<file path="src/rtl/vga_timing_pkg.sv">
// Shared 640x480@60 timing constants and colour constants for the VGA path.
// Also used by the pixel generators so their coordinate ranges agree with the controller.
package vga_timing_pkg;

    localparam logic [9:0] H_SYNC   = 10'd96;
    localparam logic [9:0] H_BACK   = 10'd40;
    localparam logic [9:0] H_LEFT   = 10'd8;
    localparam logic [9:0] H_VALID  = 10'd640;
    localparam logic [9:0] H_RIGHT  = 10'd8;
    localparam logic [9:0] H_FRONT  = 10'd8;

    localparam logic [9:0] V_SYNC   = 10'd2;
    localparam logic [9:0] V_BACK   = 10'd25;
    localparam logic [9:0] V_TOP    = 10'd8;
    localparam logic [9:0] V_VALID  = 10'd480;
    localparam logic [9:0] V_BOTTOM = 10'd8;
    localparam logic [9:0] V_FRONT  = 10'd2;

    localparam logic [9:0] H_TOTAL  = H_SYNC + H_BACK + H_LEFT + H_VALID + H_RIGHT + H_FRONT;
    localparam logic [9:0] V_TOTAL  = V_SYNC + V_BACK + V_TOP + V_VALID + V_BOTTOM + V_FRONT;
    localparam logic [9:0] HS       = H_SYNC + H_BACK + H_LEFT;
    localparam logic [9:0] HE       = HS + H_VALID;
    localparam logic [9:0] VS       = V_SYNC + V_BACK + V_TOP;
    localparam logic [9:0] VE       = VS + V_VALID;

    localparam logic [15:0] C_BLACK = 16'h0000;
    localparam logic [15:0] C_WHITE = 16'hFFFF;
    localparam logic [9:0]  COORD_NONE = 10'h3FF;

    function automatic logic in_range(input logic [9:0] val, input logic [9:0] lo,
                                      input logic [9:0] hi);
        return (val >= lo) && (val < hi);
    endfunction

endpackage

</file>
<file path="src/rtl/vga_sync_cnt.sv">
// Cascaded horizontal/vertical wrap counters with line-end and frame-end strobes.
module vga_sync_cnt
    import vga_timing_pkg::*;
#(
    parameter logic [9:0] P_H_TOTAL = H_TOTAL,
    parameter logic [9:0] P_V_TOTAL = V_TOTAL
) (
    input  logic       clk_i,
    input  logic       rst_i,
    output logic [9:0] cnt_h_o,
    output logic [9:0] cnt_v_o,
    output logic       line_end_o,
    output logic       frame_end_o
);

    logic [9:0] cnt_h_q, cnt_h_d;
    logic [9:0] cnt_v_q, cnt_v_d;
    logic       line_end_s;
    logic       last_line_s;

    always_comb begin
        line_end_s  = (cnt_h_q == (P_H_TOTAL - 10'd1));
        last_line_s = (cnt_v_q == (P_V_TOTAL - 10'd1));
        cnt_h_d     = cnt_h_q;
        cnt_v_d     = cnt_v_q;
        if (line_end_s) begin
            cnt_h_d = 10'd0;
            if (last_line_s) begin
                cnt_v_d = 10'd0;
            end else begin
                cnt_v_d = cnt_v_q + 10'd1;
            end
        end else begin
            cnt_h_d = cnt_h_q + 10'd1;
        end
    end

    always_ff @(posedge clk_i) begin
        if (rst_i) begin
            cnt_h_q <= 10'd0;
            cnt_v_q <= 10'd0;
        end else begin
            cnt_h_q <= cnt_h_d;
            cnt_v_q <= cnt_v_d;
        end
    end

    assign cnt_h_o     = cnt_h_q;
    assign cnt_v_o     = cnt_v_q;
    assign line_end_o  = line_end_s;
    assign frame_end_o = line_end_s & last_line_s;

endmodule

</file>
<file path="src/rtl/vga_ctrl.sv">
// VGA timing generator and pixel sink: issues pixel requests one cycle ahead of
// display, gates returned pixels onto rgb, and keeps frame bookkeeping.
module vga_ctrl
    import vga_timing_pkg::*;
#(
    parameter logic [9:0] P_H_SYNC   = H_SYNC,
    parameter logic [9:0] P_H_BACK   = H_BACK,
    parameter logic [9:0] P_H_LEFT   = H_LEFT,
    parameter logic [9:0] P_H_VALID  = H_VALID,
    parameter logic [9:0] P_H_RIGHT  = H_RIGHT,
    parameter logic [9:0] P_H_FRONT  = H_FRONT,
    parameter logic [9:0] P_V_SYNC   = V_SYNC,
    parameter logic [9:0] P_V_BACK   = V_BACK,
    parameter logic [9:0] P_V_TOP    = V_TOP,
    parameter logic [9:0] P_V_VALID  = V_VALID,
    parameter logic [9:0] P_V_BOTTOM = V_BOTTOM,
    parameter logic [9:0] P_V_FRONT  = V_FRONT
) (
    input  logic        vga_clk,
    input  logic        sys_rst,
    input  logic [15:0] pix_data,
    output logic [9:0]  pix_x,
    output logic [9:0]  pix_y,
    output logic        pix_data_req,
    output logic        hsync,
    output logic        vsync,
    output logic        rgb_valid,
    output logic [15:0] rgb,
    output logic        frame_start,
    output logic [7:0]  frame_cnt
);

    localparam logic [9:0] L_H_TOTAL = P_H_SYNC + P_H_BACK + P_H_LEFT + P_H_VALID
                                     + P_H_RIGHT + P_H_FRONT;
    localparam logic [9:0] L_V_TOTAL = P_V_SYNC + P_V_BACK + P_V_TOP + P_V_VALID
                                     + P_V_BOTTOM + P_V_FRONT;
    localparam logic [9:0] L_HS      = P_H_SYNC + P_H_BACK + P_H_LEFT;
    localparam logic [9:0] L_HE      = L_HS + P_H_VALID;
    localparam logic [9:0] L_VS      = P_V_SYNC + P_V_BACK + P_V_TOP;
    localparam logic [9:0] L_VE      = L_VS + P_V_VALID;
    // Requests run one column ahead so a registered source lines up with rgb_valid.
    localparam logic [9:0] L_REQ_HS  = L_HS - 10'd1;
    localparam logic [9:0] L_REQ_HE  = L_HE - 10'd1;

    logic [9:0] cnt_h_s;
    logic [9:0] cnt_v_s;
    logic       line_end_s;
    logic       frame_end_s;
    logic       v_act_s;
    logic       h_act_s;
    logic       h_req_s;
    logic       req_s;
    logic       frame_start_q, frame_start_d;
    logic [7:0] frame_cnt_q, frame_cnt_d;

    vga_sync_cnt #(
        .P_H_TOTAL (L_H_TOTAL),
        .P_V_TOTAL (L_V_TOTAL)
    ) u_sync_cnt (
        .clk_i       (vga_clk),
        .rst_i       (sys_rst),
        .cnt_h_o     (cnt_h_s),
        .cnt_v_o     (cnt_v_s),
        .line_end_o  (line_end_s),
        .frame_end_o (frame_end_s)
    );

    always_comb begin
        v_act_s = in_range(cnt_v_s, L_VS, L_VE);
        h_act_s = in_range(cnt_h_s, L_HS, L_HE);
        h_req_s = in_range(cnt_h_s, L_REQ_HS, L_REQ_HE);
        req_s   = h_req_s & v_act_s;
        if (req_s) begin
            pix_x = cnt_h_s - L_REQ_HS;
            pix_y = cnt_v_s - L_VS;
        end else begin
            pix_x = COORD_NONE;
            pix_y = COORD_NONE;
        end
    end

    always_comb begin
        frame_start_d = frame_end_s;
        if (frame_end_s) begin
            frame_cnt_d = frame_cnt_q + 8'd1;
        end else begin
            frame_cnt_d = frame_cnt_q;
        end
    end

    always_ff @(posedge vga_clk) begin
        if (sys_rst) begin
            frame_start_q <= 1'b0;
            frame_cnt_q   <= 8'd0;
        end else begin
            frame_start_q <= frame_start_d;
            frame_cnt_q   <= frame_cnt_d;
        end
    end

    assign hsync        = (cnt_h_s < P_H_SYNC);
    assign vsync        = (cnt_v_s < P_V_SYNC);
    assign pix_data_req = req_s;
    assign rgb_valid    = h_act_s & v_act_s;
    assign rgb          = (h_act_s & v_act_s) ? pix_data : C_BLACK;
    assign frame_start  = frame_start_q;
    assign frame_cnt    = frame_cnt_q;

endmodule

</file>
<file path="config.mk">
export PLATFORM = sky130hd
export DESIGN_NAME = vga_ctrl
export DESIGN_NICKNAME = d
export VERILOG_FILES = /design/src/rtl/vga_timing_pkg.sv /design/src/rtl/vga_sync_cnt.sv /design/src/rtl/vga_ctrl.sv
export SDC_FILE = /design/constraint.sdc
export NUM_CORES = 1
export LEC_CHECK = 0
export ABC_AREA = 0
export CORE_MARGIN = 1.5
export CORE_UTILIZATION = 46
export DETAILED_ROUTE_END_ITERATION = 16
export PLACE_DENSITY = 0.81
export SLEW_MARGIN = 20
export SYNTH_ARGS = -nofsm -noshare
export SYNTH_HDL_FRONTEND = slang
export SYNTH_HIERARCHICAL = 1
export SYNTH_SLANG_ARGS = --single-unit
</file>
<file path="constraint.sdc">
create_clock -name vga_clk -period 3.1 [get_ports vga_clk]
set_input_delay 0.93 -clock vga_clk [delete_from_list [all_inputs] [get_ports vga_clk]]
set_output_delay 0.93 -clock vga_clk [all_outputs]
set_load 0.05 [all_outputs]
</file>
==> summary.md <==
| Metric | Value |
|---|---|
| CTS Buffer Depth | `2` |
| Post-DP Area | `2900 um2` |
| Io pins | `67` |
| Drt total wl | `5340 um` |
| Hpwl dp | `3960 um` |
| Count leader, synth | `dfxtp_1` |
| WS Path Type | `register to output pin` |
| Gate Count Post-Synth | `252` |
| Worst setup path start | `u_sync_cnt/cnt_v_o[0]` |
| Clock network fraction of design power | `0.421` |
| DRC | `0` |
| Maxcap violations | `0` |
| Main synth FF type | `dfxtp_1` |
| Switching share of power | `0.207` |
| Final hold viol count | `0` |
| Post-synthesis mux area share | `0.00507` |
| Wirelength per Cell | `14.0 um` |
| Vert. Die Dim | `68.5 um` |
| Final setup vio count | `0` |
| CTS HTree Levels | `2` |
| Compound-Gate Fraction of Synth Area | `0.144` |
| CP Data Required Time | `2.17 ns` |
| Slew margin rel. | `0.662` |
| Net load switching power | `0.151 mW` |
| Worst setup SP type | `register` |
| Top post-synthesis cells by count | `29 x dfxtp_1, 26 x nand3_1, 22 x nor2_1` |
| Area contributors post-synth | `dfxtp_1 29%, xnor2_1 8.0%, nand3_1 6.6%, and2_1 5.4%, ha_1 4.4%` |
| TritonCTS clock tree | `done` |
| Initial Util | `0.487` |
| Largest net degree at the start of global routing | `22` |
| Cell Area, Synth | `1970 um2` |
| Xor/xnor share of the synthesized area | `0.120` |
| CP max FO | `21` |
| Seq cells post-synth | `29` |
| P_int | `0.578 mW` |
| Hold buffer count at CTS | `0` |
| WP data arrival | `2.05 ns` |
| Antenna violations before repair | `0` |
| Fraction of registers with async set/reset | `0` |
| Gr usage total | `0.229` |
| Placer Congestion | `0.899` |
| R2R cell count | `8` |
| Least-Margin Pin Slew | `0.505 ns` |
| PortBufs | `66` |
| Routed Antenna Nets | `0` |
| Antenna fix cells | `0` |
| Yosys cell types | `43` |
| Pleak | `1.16 nW` |
| GRT overflow | `0` |
| Crit share post-route | `0.961` |
| Pwr dens | `238 nW/um2` |
| TritonCTS buffer count | `5` |
| EDFF count, synth | `0` |
| Die area | `4690 um2` |
| Synth Area in Simple Gates | `0.345` |
| RSZ-0062 raised after global routing | `no` |
| Clock sinks | `29` |
| DR vias | `2,098` |
| Logic pwr share | `0.054` |
| Clock root buffer master | `clkbuf_8` |
| Minimum clock period after layout | `2.98 ns` |
| Die Wd | `68.5 um` |
| 1st-iter DRT viols | `105` |
| Flop pwr share | `0.525` |
| CTS clk-pin slew, worst paths | `0.06 ns` |
| Syn_area_per_cell | `7.83 um2` |
| Run status | `finished clean` |
| Adder-Cell Fraction of Synth Area | `0.0444` |
| Vias in the first global route | `1,841` |
| Worst-Skew Late Latency | `0.28 ns` |
| Global-route wire length before repair | `8140 um` |
| R2R Path Start | `u_sync_cnt/cnt_h_o[0]` |
| Area Overhead vs Synth | `54.9%` |
| Post-synthesis sequential area ratio | `0.294` |
| Yosys warns | `6` |
| Mapped Nets | `277` |
| Max VDD drop | `0.000366 V` |
| Post-synth top area cell | `dfxtp_1` |
| Core area | `4060 um2` |
| Crit. End Element | `output pin` |
| Largest family of logic cells by synthesized area | `simple AND/OR/NAND/NOR gates` |
| Layout cells sized above 1 | `0.224` |
| Hold Path Class | `register to register` |
| Fin area | `3060 um2` |
| Crit path to | `pix_x[6]` |
| Final nets | `356` |
| FP Rows | `23` |
| Synth top area share | `0.294` |
| Final setup TNS | `0 ns` |
| FF-to-FF End | `frame_cnt[7]` |
| First-pass DRT Iterations | `5` |
| Fmax | `336 MHz` |
| Reg2Reg Setup Slack | `0.64 ns` |
| Clock skew | `0.00673 ns` |
| Vias per inst | `5.51` |
| Final Max Tran Viols | `0` |
-- metal layers --
layer | vias to the layer above | track usage | share of wire
met5 | - | 0 | 0
met4 | 0 | 0.103 | 0.015
met3 | 6 | 0.0714 | 0.12
met2 | 87 | 0.398 | 0.49
met1 | 956 | 0.255 | 0.38
li1 | 1049 | - | -
-- final cells by class --
cell class | count | area (um2)
multi-input cells | 202 | 1350
fillers | 273 | 1000
repair buffers | 85 | 953
flip-flops and latches | 29 | 581
clock buffers | 7 | 86.3
well taps | 50 | 62.6
inverters | 8 | 30.0
-- critical path, stage by stage (launching register included) --
cell and delay, ns:
dfxtp_1 0.31, ha_1 0.28, o41ai_4 0.32, a21o_1 0.23, a21oi_1 0.09, buf_6 0.17, o2111ai_1 0.12, buf_4 0.24
-- worst min-delay path by stage --
stage / cells after the start / from / slack (ns) / endpoint
after detailed placement: 2 / frame_cnt[7] / 0.48 / frame_cnt[7]
after floorplan: 2 / u_sync_cnt/cnt_v_o[9] / 0.51 / u_sync_cnt/cnt_v_o[9]
after CTS: 2 / frame_cnt[7] / 0.49 / frame_cnt[7]
final: 2 / frame_cnt[7] / 0.48 / frame_cnt[7]
after global placement: 2 / frame_cnt[7] / 0.47 / frame_cnt[7]
after global routing: 2 / frame_cnt[7] / 0.52 / frame_cnt[7]
-- cell usage in the layout (no fill, tap or decap), types with 3 or more instances in the layout --
cell             Yosys  final
buf_4                0     36
and2_1              17     17
nor2_1              22     22
clkbuf_8             0      6
ha_1                 7      7
xnor2_1             18     18
o21ai_0              8      8
nand2_1             15     15
inv_1                7      7
a21oi_1             15     14
dfxtp_1             29     29
xor2_1               9      9
nor3_1              10     10
and3_1               4      4
nand3_1             26     26
or4_1                3      3
nand4_1              7      7
buf_12               0     19
o31ai_1              4      4
clkdlybuf4s50_1      0     28
or3_1                8      7
-- sequential cells by signal, summed over array words and instances, names as in the netlist --
register and cells:
frame_cnt 8, frame_start 1, u_sync_cnt/cnt_h_o 10, u_sync_cnt/cnt_v_o 10
-- kinds of logic after synthesis --
group | after synthesis
xor gates and xnor gates | 27
and+or+nand+nor | 127
adders and majority gates | 7
AOI/OAI and AO/OA | 40
DFF | 29
muxes | 1
buffers and inverters | 21
-- what timing repair did --
item / in CTS / in global routing
setup endpoints to repair: 20 / 39
buffers inserted: 1 / 0
pin swaps: 1 / 4
gates cloned: 0 / 1
resized for setup: 1 / 9
-- power groups by stage --
stage          Clock [mW]  Combinational [mW]  Sequential [mW]
3_3_place_gp            0              0.0388            0.390
5_1_grt             0.331              0.0429            0.383
2_1_floorplan           0              0.0142            0.389
3_5_place_dp            0              0.0395            0.391
4_1_cts             0.316              0.0398            0.383
6_report            0.307              0.0391            0.383
-- stage by stage --
step | util | power (mW) | hold slack (ns) | instances | setup slack [ns]
6_report | 0.754 | 0.729 | 0.485 | 381 | 0.121
2_1_floorplan | - | 0.403 | 0.510 | 252 | 0.00489
3_3_place_gp | 0.714 | 0.429 | 0.472 | 372 | 0.274
4_1_cts | 0.743 | 0.738 | 0.490 | 380 | 0.0168
3_5_place_dp | 0.714 | 0.430 | 0.482 | 372 | 0.180
5_1_grt | 0.754 | 0.757 | 0.519 | 381 | 0.00623
Note: power is estimated with default switching activity, not from simulation.
